[src/rtl/rom_scan_pkg.sv]
// Shared types and constants for the ROM scan controller and its address counter.
package rom_scan_pkg;

  localparam int ADDR_W = 4;
  localparam int WORD_W = 16;
  localparam int CNT_W  = 5;

  typedef enum logic [1:0] {
    IDLE = 2'd0,
    SCAN = 2'd1,
    HOLD = 2'd2
  } state_t;

  // Index of the last sample for a requested length; 0 and anything past 16 mean a full scan.
  function automatic logic [ADDR_W-1:0] last_index(input logic [CNT_W-1:0] len);
    logic [CNT_W-1:0] w_m1;
    w_m1 = len - 1'b1;
    if ((len == '0) || (len > CNT_W'(WORD_W))) begin
      return ADDR_W'(WORD_W - 1);
    end
    return w_m1[ADDR_W-1:0];
  endfunction

endpackage

[src/rtl/addr_counter_4b.sv]
// Loadable 4-bit wrap-around counter; load has priority over enable.
module addr_counter_4b
  import rom_scan_pkg::*;
(
  input  logic              clk,
  input  logic              rst_n,
  input  logic              i_load,
  input  logic              i_en,
  input  logic [ADDR_W-1:0] i_load_val,
  output logic [ADDR_W-1:0] o_count
);

  logic [ADDR_W-1:0] r_count;

  always_ff @(posedge clk or negedge rst_n) begin
    if (!rst_n) begin
      r_count <= '0;
    end else if (i_load) begin
      r_count <= i_load_val;
    end else if (i_en) begin
      r_count <= r_count + 1'b1;
    end
  end

  assign o_count = r_count;

endmodule

[src/rtl/rom_scan_controller.sv]
// Sequences consecutive addresses into a 16x1 ROM, packs the sampled bits with a
// population count, and holds the result for a downstream valid/ready consumer.
module rom_scan_controller
  import rom_scan_pkg::*;
(
  input  logic              clk,
  input  logic              rst_n,
  input  logic              start,
  input  logic [ADDR_W-1:0] start_addr,
  input  logic [CNT_W-1:0]  length,
  output logic [ADDR_W-1:0] rom_address,
  input  logic              rom_data,
  output logic              busy,
  output logic [WORD_W-1:0] word_out,
  output logic [CNT_W-1:0]  ones_count,
  output logic              out_valid,
  input  logic              out_ready,
  output logic [1:0]        o_dbg_state
);

  // Handshake: out_valid rises once the last sample lands and stays high, with
  // word_out/ones_count frozen, until the first edge where out_ready is also high;
  // the transfer completes on that edge and the block returns to IDLE.

  state_t            r_state;
  logic              r_busy;
  logic              r_out_valid;
  logic [WORD_W-1:0] r_word;
  logic [CNT_W-1:0]  r_ones;
  logic [ADDR_W-1:0] r_k;
  logic [ADDR_W-1:0] r_last_k;

  logic w_load;
  logic w_step;

  assign w_load = (r_state == IDLE) && start;
  assign w_step = (r_state == SCAN);

  addr_counter_4b u_addr (
    .clk        (clk),
    .rst_n      (rst_n),
    .i_load     (w_load),
    .i_en       (w_step),
    .i_load_val (start_addr),
    .o_count    (rom_address)
  );

  always_ff @(posedge clk or negedge rst_n) begin
    if (!rst_n) begin
      r_state     <= IDLE;
      r_busy      <= 1'b0;
      r_out_valid <= 1'b0;
      r_word      <= '0;
      r_ones      <= '0;
      r_k         <= '0;
      r_last_k    <= '0;
    end else begin
      case (r_state)
        IDLE: begin
          if (start) begin
            r_word   <= '0;
            r_ones   <= '0;
            r_k      <= '0;
            r_last_k <= last_index(length);
            r_busy   <= 1'b1;
            r_state  <= SCAN;
          end
        end
        SCAN: begin
          r_word[r_k] <= rom_data;
          r_ones      <= r_ones + {{(CNT_W-1){1'b0}}, rom_data};
          r_k         <= r_k + 1'b1;
          if (r_k == r_last_k) begin
            r_out_valid <= 1'b1;
            r_state     <= HOLD;
          end
        end
        HOLD: begin
          // A start seen together with out_ready is dropped, not queued.
          if (out_ready) begin
            r_out_valid <= 1'b0;
            r_busy      <= 1'b0;
            r_state     <= IDLE;
          end
        end
        default: begin
          r_out_valid <= 1'b0;
          r_busy      <= 1'b0;
          r_state     <= IDLE;
        end
      endcase
    end
  end

  assign busy        = r_busy;
  assign out_valid   = r_out_valid;
  assign word_out    = r_word;
  assign ones_count  = r_ones;
  assign o_dbg_state = r_state;

endmodule

[config.mk]
export PLATFORM = sky130hd
export DESIGN_NAME = rom_scan_controller
export DESIGN_NICKNAME = d
export VERILOG_FILES = /design/src/rtl/rom_scan_pkg.sv /design/src/rtl/addr_counter_4b.sv /design/src/rtl/rom_scan_controller.sv
export SDC_FILE = /design/constraint.sdc
export NUM_CORES = 1
export LEC_CHECK = 0
export BUFFER_PORTS_ARGS = -buffer_cell sky130_fd_sc_hd__buf_2
export CAP_MARGIN = 20
export CORE_ASPECT_RATIO = 0.8
export CORE_MARGIN = 2
export CORE_UTILIZATION = 57
export CTS_CLUSTER_SIZE = 16
export DETAILED_ROUTE_END_ITERATION = 10
export PLACE_DENSITY = 0.93
export SKIP_CTS_REPAIR_TIMING = 1
export SLEW_MARGIN = 20
export SYNTH_ARGS = -nofsm -noshare
export SYNTH_HDL_FRONTEND = slang
export SYNTH_HIERARCHICAL = 1
export SYNTH_SLANG_ARGS = --single-unit
[constraint.sdc]
create_clock -name clk -period 4.5 [get_ports clk]
set_input_delay 0.675 -clock clk [delete_from_list [all_inputs] [get_ports clk]]
set_output_delay 0.675 -clock clk [all_outputs]
set_load 0.05 [all_outputs]
==> metrics.cfg <==
[sta]
hold_ws_ps=452
rsz0062_at_grt=no
fin_crit_sh=0.432
slew-limit-headroom=0.484
tns_ps=0
fmax_mhz=514
finalCriticalPeriod_ps=1940
finalMaxSlewViolations=0
hold_viol_final=0
tightest_slew_ps=774
fin_skew_ps=4.02
setup_violations=0

[grt]
grt_first_pass_wirelength_um=6800
grt_max_degree=38
antenna_found_initial=0
grt_overflow_total=0
grt_use_total=0.238
grt_pass1_vias=1574

[floorplanning]
rows=18
die_h_um=55.7
dieArea_um2=3820
die-width_um=68.6
core_um2=3130
io_pins=43
initial_core_util=0.609

[critical_path]
crit_arrival_ps=2120
r2r_slack_ps=2560
slowest_delay_ps=530
critPathKind=flip-flop to flip-flop
crit_buf_inv=1
crit_fanout=28
cp_slowest_cell=dfrtp_1
crit_family=flip-flops
path_cells=nand2b_1, inv_2, nand4_2, xnor2_1, mux2_2
cp.required_ps=4670
end_kind=flip-flop
worstSetupStartpointType=flip-flop

[power_and_ir_drop]
ir_worst_vdd_mv=0.412
power_uw=1790
p_per_area_nw_per_um2=817
leakagePower_uw=0.00111

[outcome]
status=complete, no violations

[routing]
vias_per_cell=5.85
drtAntennaViolNets=0
drc=0
firstDrtPassIters=4
routedWlPerCell_um=15.0
drt-total-wl_um=4090
vias=1597
drtIter0Drc=106

[cts]
clock_path_buffers=2
cts_root_buf=clkbuf_8
cts-buffers-inserted=5
cts-htree-levels=2
clock-sinks=37
cts_tree=done
path_clk_slew_ps=70
clk_latency_ps=290

[synth]
ys_types=34
synth.net_count=218
netlist_instances=196
synth-seq-cells=37
ys_seq_area_frac=0.486
synth_area_um2=1910
yosysWarningCount=6
syn_avg_cell_area_um2=9.72

[cells_and_area]
fin_nets=255
diodes=0
fillers=248
fin_util=0.700
drive_above_1_share=0.227
area_growth_pct=15.0

[min_path]
min_path_type=input port to asynchronous set/reset pin

[placement]
gp_congestion=0.861
place_hpwl_um=2770
io_buffer_count=42

[flow_run]
cap_violations=0

Yosys cell counts, drive strengths merged:
cell	number	area [µm²]
a21o	1	7.51
a21oi	1	5.00
a22oi	1	7.51
a31oi	3	18.8
and2	1	6.26
buf	7	41.3
clkbuf	5	18.8
dfrtp	37	926
ha	8	100
inv	9	33.8
mux2	1	11.3
mux2i	1	10.0
nand2	32	120
nand2b	3	18.8
nand3	7	35.0
nand3b	4	30.0
nand4	18	119
nor2	6	22.5
nor2b	2	12.5
nor3	1	5.00
nor3b	2	15.0
o211ai	12	90.1
o21ai	11	55.1
o21bai	1	7.51
o22ai	2	12.5
o2bb2ai	1	8.76
o311ai	4	35.0
o31ai	1	7.51
or3b	1	11.3
xnor2	8	70.1
xor2	5	43.8
final timing paths:
kind / startpoint / end / cells after the start
worst max-delay path: o_dbg_state[0]$_DFFE_PN0P_ / u_addr/o_count[3]$_DFFE_PN0P_ / 5
worst min-delay path: rst_n / ones_count[4]$_DFFE_PN0P_ / 1
worst max register to register: o_dbg_state[0]$_DFFE_PN0P_ / u_addr/o_count[3]$_DFFE_PN0P_ / 5
worst min register to register: busy$_DFFE_PN0P_ / busy$_DFFE_PN0P_ / 1
max in group asynchronous: rst_n / o_dbg_state[0]$_DFFE_PN0P_ / 1
min in group clk: busy$_DFFE_PN0P_ / busy$_DFFE_PN0P_ / 1
layout by cell type, fill, tap and decap left out, types with 2 or more instances in the layout:
cell	n
inv_2	2
nand3b_1	4
o22ai_1	2
nand4_1	17
ha_1	8
nand3_1	7
o311ai_0	4
nor2b_1	2
o21ai_0	11
o211ai_1	12
clkbuf_8	6
xor2_1	5
nand2_1	32
nor3b_1	2
dfrtp_1	37
nor2_1	6
nand2b_1	3
xnor2_1	8
buf_2	42
a31oi_1	3
inv_1	7
cells by family (layout without fill, tap and decap cells):
kind of cell | Yosys count | count (layout) | share of synthesized area
flip-flops | 37 | 37 | 0.486
XOR/XNOR | 13 | 13 | 0.0598
multiplexers | 2 | 2 | 0.0112
buffers and inverters | 21 | 58 | 0.0493
adder cells (fa/ha/maj) | 8 | 8 | 0.0525
AND/OR/NAND/NOR | 77 | 77 | 0.207
AO/OA/AOI/OAI | 38 | 38 | 0.134
worst reg2reg max path, delay by kind of cell, from the launching register on:
family	cells	cell delay (ps)
multiplexers	1	260
flip-flops	1	530
buffers and inverters	1	440
AND/OR/NAND/NOR	2	450
XOR/XNOR	1	150
flip-flops by register name (all words and copies together), names as in the netlist:
| name | cells |
|---|---|
| busy | 1 |
| word_out | 16 |
| u_addr/o_count | 4 |
| ones_count | 5 |
| r_last_k | 4 |
| o_dbg_state | 2 |
| out_valid | 1 |
| r_k | 4 |
layout make-up:
type	instances	area [µm²]	share of cell area
inverter	9	33.8	0.0154
sequential	37	926	0.422
tap	40	50.0	0.0228
clock buffer	7	86.3	0.0394
multi-input combinational	138	886	0.404
timing repair buffer	42	210	0.0959
routing by layer:
| layer | vias up | track usage | wire length (µm) |
|---|---|---|---|
| met5 | - | 0 | 0 |
| met2 | 51 | 0.364 | 1990 |
| met4 | 0 | 0.117 | 102 |
| met1 | 763 | 0.294 | 1760 |
| li1 | 771 | - | - |
| met3 | 12 | 0.0850 | 240 |
report_power, final:
group / leakage [µW] / internal (µW) / switching, µW / total [µW]
combinational: 0.000594 / 266 / 688 / 953
sequential: 0.000468 / 465 / 142 / 607
clock: 0.0000443 / 121 / 110 / 231
total: 0.00111 / 852 / 940 / 1790
metrics by stage:
step / std cells / area [µm²] / setup WS, ps
floorplan: 196 / 1910 / 2440
global placement: 266 / 2110 / 2510
detailed placement: 266 / 2110 / 2490
CTS: 273 / 2190 / 2570
global route: 273 / 2190 / 2410
finish: 273 / 2190 / 2560
Power figures use the tool's default switching activity.
